$ cat src/rtl/shift_seq_pkg.sv
// Shared encodings for the shift-register sequencer.
// Contents: command op codes, controller state codes, and a helper
// that decides whether a command needs any shift cycles.
package shift_seq_pkg;

  typedef enum logic [1:0] {
    OP_ROR  = 2'b00,
    OP_ROL  = 2'b01,
    OP_LSR  = 2'b10,
    OP_LOAD = 2'b11
  } op_e;

  typedef enum logic [1:0] {
    ST_IDLE  = 2'b00,
    ST_SHIFT = 2'b01,
    ST_DONE  = 2'b10
  } state_e;

  // A command shifts only if it is not LOAD-only and asks for at least one step.
  function automatic logic needs_shift(input op_e op, input logic nonzero_amount);
    return nonzero_amount && (op != OP_LOAD);
  endfunction

endpackage

$ cat src/rtl/shift_amount_counter.sv
// Loadable down-counter for the remaining shift steps.
// Ports: clock/reset (async active-high), load + load_value set the count,
// dec counts down by one (saturating at zero), tc flags the final step (count == 1).
module shift_amount_counter #(
  parameter int unsigned AMT_W = 3
) (
  input  logic             clock,
  input  logic             reset,
  input  logic             load,
  input  logic [AMT_W-1:0] load_value,
  input  logic             dec,
  output logic             tc
);

  logic [AMT_W-1:0] count_q;

  // Remaining-step register.
  always_ff @(posedge clock or posedge reset) begin
    if (reset) begin
      count_q <= '0;
    end else if (load) begin
      count_q <= load_value;
    end else if (dec && (count_q != '0)) begin
      count_q <= count_q - AMT_W'(1);
    end
  end

  assign tc = (count_q == AMT_W'(1));

endmodule

$ cat src/rtl/shift_sequencer8.sv
// Command-driven controller for an external 8-bit shift register.
// Accepts {op, amount, data} on cmd_*, loads the register, runs `amount`
// shift cycles, then offers the register contents on result_*.
// While idle or done the register is held by loading its own output back.
// Ports: clock, reset (async active-high); cmd_valid/cmd_ready/cmd_op/
// cmd_amount/cmd_data; result_valid/result_ready/result_data; sr_q from the
// register; sr_data/sr_loadn/sr_rotate_right/sr_ls_right to the register.
// Optional build macro SHIFT_SEQ_ABORT_EN adds input abort and output
// result_aborted: abort during a shift stops it at the next edge.
module shift_sequencer8
  import shift_seq_pkg::*;
#(
  parameter int unsigned WIDTH = 8,
  parameter int unsigned AMT_W = 3
) (
  input  logic             clock,
  input  logic             reset,
  input  logic             cmd_valid,
  output logic             cmd_ready,
  input  logic [1:0]       cmd_op,
  input  logic [AMT_W-1:0] cmd_amount,
  input  logic [WIDTH-1:0] cmd_data,
  output logic             result_valid,
  input  logic             result_ready,
  output logic [WIDTH-1:0] result_data,
  input  logic [WIDTH-1:0] sr_q,
  output logic [WIDTH-1:0] sr_data,
  output logic             sr_loadn,
  output logic             sr_rotate_right,
  output logic             sr_ls_right
`ifdef SHIFT_SEQ_ABORT_EN
  ,
  input  logic             abort,
  output logic             result_aborted
`endif
);

  state_e state_q, state_d;
  op_e    op_q;
  logic   cmd_fire_c;
  logic   abort_hit_c;
  logic   cnt_tc;

  assign cmd_fire_c = cmd_ready && cmd_valid;

`ifdef SHIFT_SEQ_ABORT_EN
  logic aborted_q;

  assign abort_hit_c = abort && (state_q == ST_SHIFT);

  // Marks a result produced by an abort; cleared when that result is taken.
  always_ff @(posedge clock or posedge reset) begin
    if (reset) begin
      aborted_q <= 1'b0;
    end else if (abort_hit_c) begin
      aborted_q <= 1'b1;
    end else if ((state_q == ST_DONE) && result_ready) begin
      aborted_q <= 1'b0;
    end
  end

  assign result_aborted = aborted_q;
`else
  assign abort_hit_c = 1'b0;
`endif

  shift_amount_counter #(.AMT_W(AMT_W)) u_counter (
    .clock      (clock),
    .reset      (reset),
    .load       (cmd_fire_c),
    .load_value (cmd_amount),
    .dec        ((state_q == ST_SHIFT) && !abort_hit_c),
    .tc         (cnt_tc)
  );

  // State and latched op.
  always_ff @(posedge clock or posedge reset) begin
    if (reset) begin
      state_q <= ST_IDLE;
      op_q    <= OP_ROR;
    end else begin
      state_q <= state_d;
      if (cmd_fire_c) begin
        op_q <= op_e'(cmd_op);
      end
    end
  end

  // Next-state logic.
  always_comb begin
    state_d = state_q;
    case (state_q)
      ST_IDLE: begin
        if (cmd_fire_c) begin
          state_d = needs_shift(op_e'(cmd_op), cmd_amount != '0) ? ST_SHIFT : ST_DONE;
        end
      end
      ST_SHIFT: begin
        if (abort_hit_c || cnt_tc) begin
          state_d = ST_DONE;
        end
      end
      ST_DONE: begin
        if (result_ready) begin
          state_d = ST_IDLE;
        end
      end
      default: state_d = ST_IDLE;
    endcase
  end

  // Register controls and handshakes; reset forces the hold/not-ready values.
  always_comb begin
    cmd_ready       = 1'b0;
    result_valid    = 1'b0;
    sr_loadn        = 1'b0;
    sr_data         = sr_q;
    sr_rotate_right = 1'b0;
    sr_ls_right     = 1'b0;
    if (!reset) begin
      case (state_q)
        ST_IDLE: begin
          cmd_ready = 1'b1;
          if (cmd_valid) begin
            sr_data = cmd_data;
          end
        end
        ST_SHIFT: begin
          if (!abort_hit_c) begin
            sr_loadn        = 1'b1;
            sr_rotate_right = (op_q != OP_ROL);
            sr_ls_right     = (op_q == OP_LSR);
          end
        end
        ST_DONE: begin
          result_valid = 1'b1;
        end
        default: begin
          cmd_ready = 1'b0;
        end
      endcase
    end
  end

  assign result_data = sr_q;

endmodule

$ cat config.mk
export PLATFORM = sky130hd
export DESIGN_NAME = shift_sequencer8
export DESIGN_NICKNAME = d
export VERILOG_FILES = /design/src/rtl/shift_seq_pkg.sv /design/src/rtl/shift_amount_counter.sv /design/src/rtl/shift_sequencer8.sv
export SDC_FILE = /design/constraint.sdc
export NUM_CORES = 1
export LEC_CHECK = 0
export CORE_AREA = 2 2 39 41
export CTS_CLUSTER_SIZE = 24
export DETAILED_ROUTE_END_ITERATION = 6
export DIE_AREA = 0 0 41 43
export DONT_BUFFER_PORTS = 1
export PLACE_DENSITY = 0.71
export SKIP_CTS_REPAIR_TIMING = 1
export SLEW_MARGIN = 15
export SYNTH_ARGS = -nofsm -noshare
export SYNTH_HDL_FRONTEND = slang
export SYNTH_HIERARCHICAL = 1
export SYNTH_SLANG_ARGS = --single-unit
$ cat constraint.sdc
create_clock -name clock -period 3.49 [get_ports clock]
set_clock_uncertainty 0.2 [all_clocks]
set_input_delay 1.047 -clock clock [delete_from_list [all_inputs] [get_ports clock]]
set_output_delay 1.047 -clock clock [all_outputs]
set_load 0.01 [all_outputs]
==> results.toml <==
[cells_and_area]
layout-drive-gt1-share_pct = 35.0
synthToLayoutAreaGrowth_pct = -2.87
n_antenna_cell = 0
nets = 89
fin_area_um2 = 592
fin_cells = 76

[critical_path]
worst_path_dominant_cell_family = "multiplexers"
cp_max_fo = 17
crit_slowest_cell = "mux2_2"
crit_type = "in -> out"
worst-r2r-cell-count = 4
reg2reg_slack_ps = 1820
r2r_start = "state_q[0]"
cp.arrival_ps = 1980
critPathLaunchType = "primary input"
endpoint_kind = "output pin"
reg2reg_to = "op_q[0]"
crit_chain = "nor3_2, nand2_2, inv_2, mux2_2"
max_stage_delay_ps = 410
cp_num_buf_inv = 1
required_ps = 2240

[sta]
drv_slew = 0
slew_headroom_pct = 59.8
fmax_mhz = 309
hold_violations = 0
tightest_slew_ps = 594
finalCritPeriodShare_pct = 92.6
fin_setup_tns_ps = 0
setup_viol = 0
layout_min_cycle_time_ps = 3230
rsz0062_at_grt = "no"

[grt]
overflow = 0
antenna_found_initial = 0
grt_pass1_vias = 369
grt_max_degree = 18
grt_first_pass_wirelength_um = 1480
grt_use_total_pct = 12.9

[synthesis]
ys_seq_area_share_pct = 28.7
avgSynthCellArea_um2 = 9.52
yosys-top-cells-area = "dfrtp_1 29%, mux2_2 18%, buf_4 9.9%"
synth_cell_types = 28
yosys.area.top_type_share_pct = 28.7
syn_area_um2 = 609
synth_flop_cell = "dfrtp_1"
yosysMostFrequentCell = "mux2_2"
yosysTopAreaCell = "dfrtp_1"
synth-seq-cells = 7
yosysWarnings = 6
netlist_top_cells_count = "10 x mux2_2, 8 x buf_4, 7 x dfrtp_1"
synthCells = 64
async_reset_ff_share_pct = 100
synthesis.nets = 92
synth_edf_count = 0

[drt]
drtPass1Iterations = 4
wire_per_inst_um = 14.1
final_antenna_net_count = 0
routed_wl_um = 1070
routed_via_density = 5.87
drt_iter0_drc = 9
drc = 0
num_vias = 446

[clock_network]
numCtsBuffers = 3
cts_tree = "built"
htree_levels = 1
clockBufferDepth = 2
root_buffer = "clkbuf_4"
path_clk_slew_ps = 50
clock_latency_ps = 250
cts.sinks = 7

[worst_hold_path]
hold_depth = 1
hold_start = "op_q[0]"
hold_class = "reg -> reg"
hold_path_end = "op_q[0]"

[placed_design]
placedCellCount = 72
place_area_um2 = 566
hpwl_um = 848
place_congestion = 0.834
port_buffers = 0

[floorplan]
coreArea_mm2 = 0.00138
io-pin-count = 46
die_x_um = 41
num_rows = 14
chipHeight_um = 43
fp.dieArea_mm2 = 0.00176
initial_core_util_pct = 44.0

[power_and_ir_drop]
power_density_mw_per_mm2 = 774
leakage_nw = 0.271
irDropWorstVdd_mv = 0.405

[flow_run]
drv_cap = 0

[status]
status = "finished, final reports clean"
[sequential cells by signal, indices dropped and copies added, names as in the netlist]
| name | cells |
|---|---|
| u_counter/count_q | 3 |
| op_q | 2 |
| state_q | 2 |
[worst reg2reg max path: cells and delay by family, from the launching register on]
kind	cells	cell delay [ps]
buf+inv	1	240
mux	1	370
simple gates	2	330
flops	1	410
[report_power, final]
part | leakage [nW] | switching, mW | internal (mW) | total (mW)
registers | 0.0856 | 0.0300 | 0.121 | 0.151
logic | 0.171 | 0.118 | 0.113 | 0.231
clock network | 0.0150 | 0.0319 | 0.0438 | 0.0756
total | 0.271 | 0.180 | 0.278 | 0.458
[worst max path at each step]
stage	start	to	slack, ps	depth (start not counted)
after floorplan	reset	sr_data[0]	240	5
after global placement	reset	sr_data[4]	260	4
after detailed placement	reset	sr_data[5]	260	4
after CTS	reset	sr_data[5]	250	4
after global routing	reset	sr_data[2]	190	4
final	reset	sr_data[2]	260	4
[placed cells by master, fill, tap and decap left out, drive strengths merged, types with 2 or more instances in the layout]
master / instances
dfrtp: 7
nand2: 6
inv: 6
clkbuf: 4
nand2b: 2
mux2: 10
nor2: 3
o21ai: 2
nor3: 2
nand3: 2
nor3b: 2
ha: 3
[routing by layer]
| metal | GRT usage [%] | wire length, µm |
|---|---|---|
| met2 | 19.4 | 501 |
| met3 | 10.5 | 165 |
| met4 | 4.00 | 4 |
| met1 | 13.1 | 402 |
| met5 | 0 | 0 |
[layout make-up]
cell class / instances / area [µm²]
clock buffers: 4 / 26.3
inverters: 6 / 22.5
repair buffers: 1 / 7.51
multi-input cells: 42 / 340
flip-flops and latches: 7 / 175
well taps: 16 / 20.0
fillers: 138 / 792
[per-stage QoR]
stage	setup WS, ps	hold WS (ps)	util [%]	total power, mW
after global placement	264	322	40.9	0.381
after CTS	253	330	42.8	0.462
after floorplan	243	294	-	0.360
after global routing	189	351	42.8	0.496
final	259	331	42.8	0.458
after detailed placement	257	317	40.9	0.384
[logic make-up after synthesis]
group / after synthesis / share of synthesized area, %
mux: 11 / 20.1
fa+ha+maj: 3 / 6.16
simple gates: 20 / 19.7
flops: 7 / 28.7
compound gates: 8 / 9.86
buf+inv: 15 / 15.4
No activity file was read; power rests on OpenSTA's default activity.
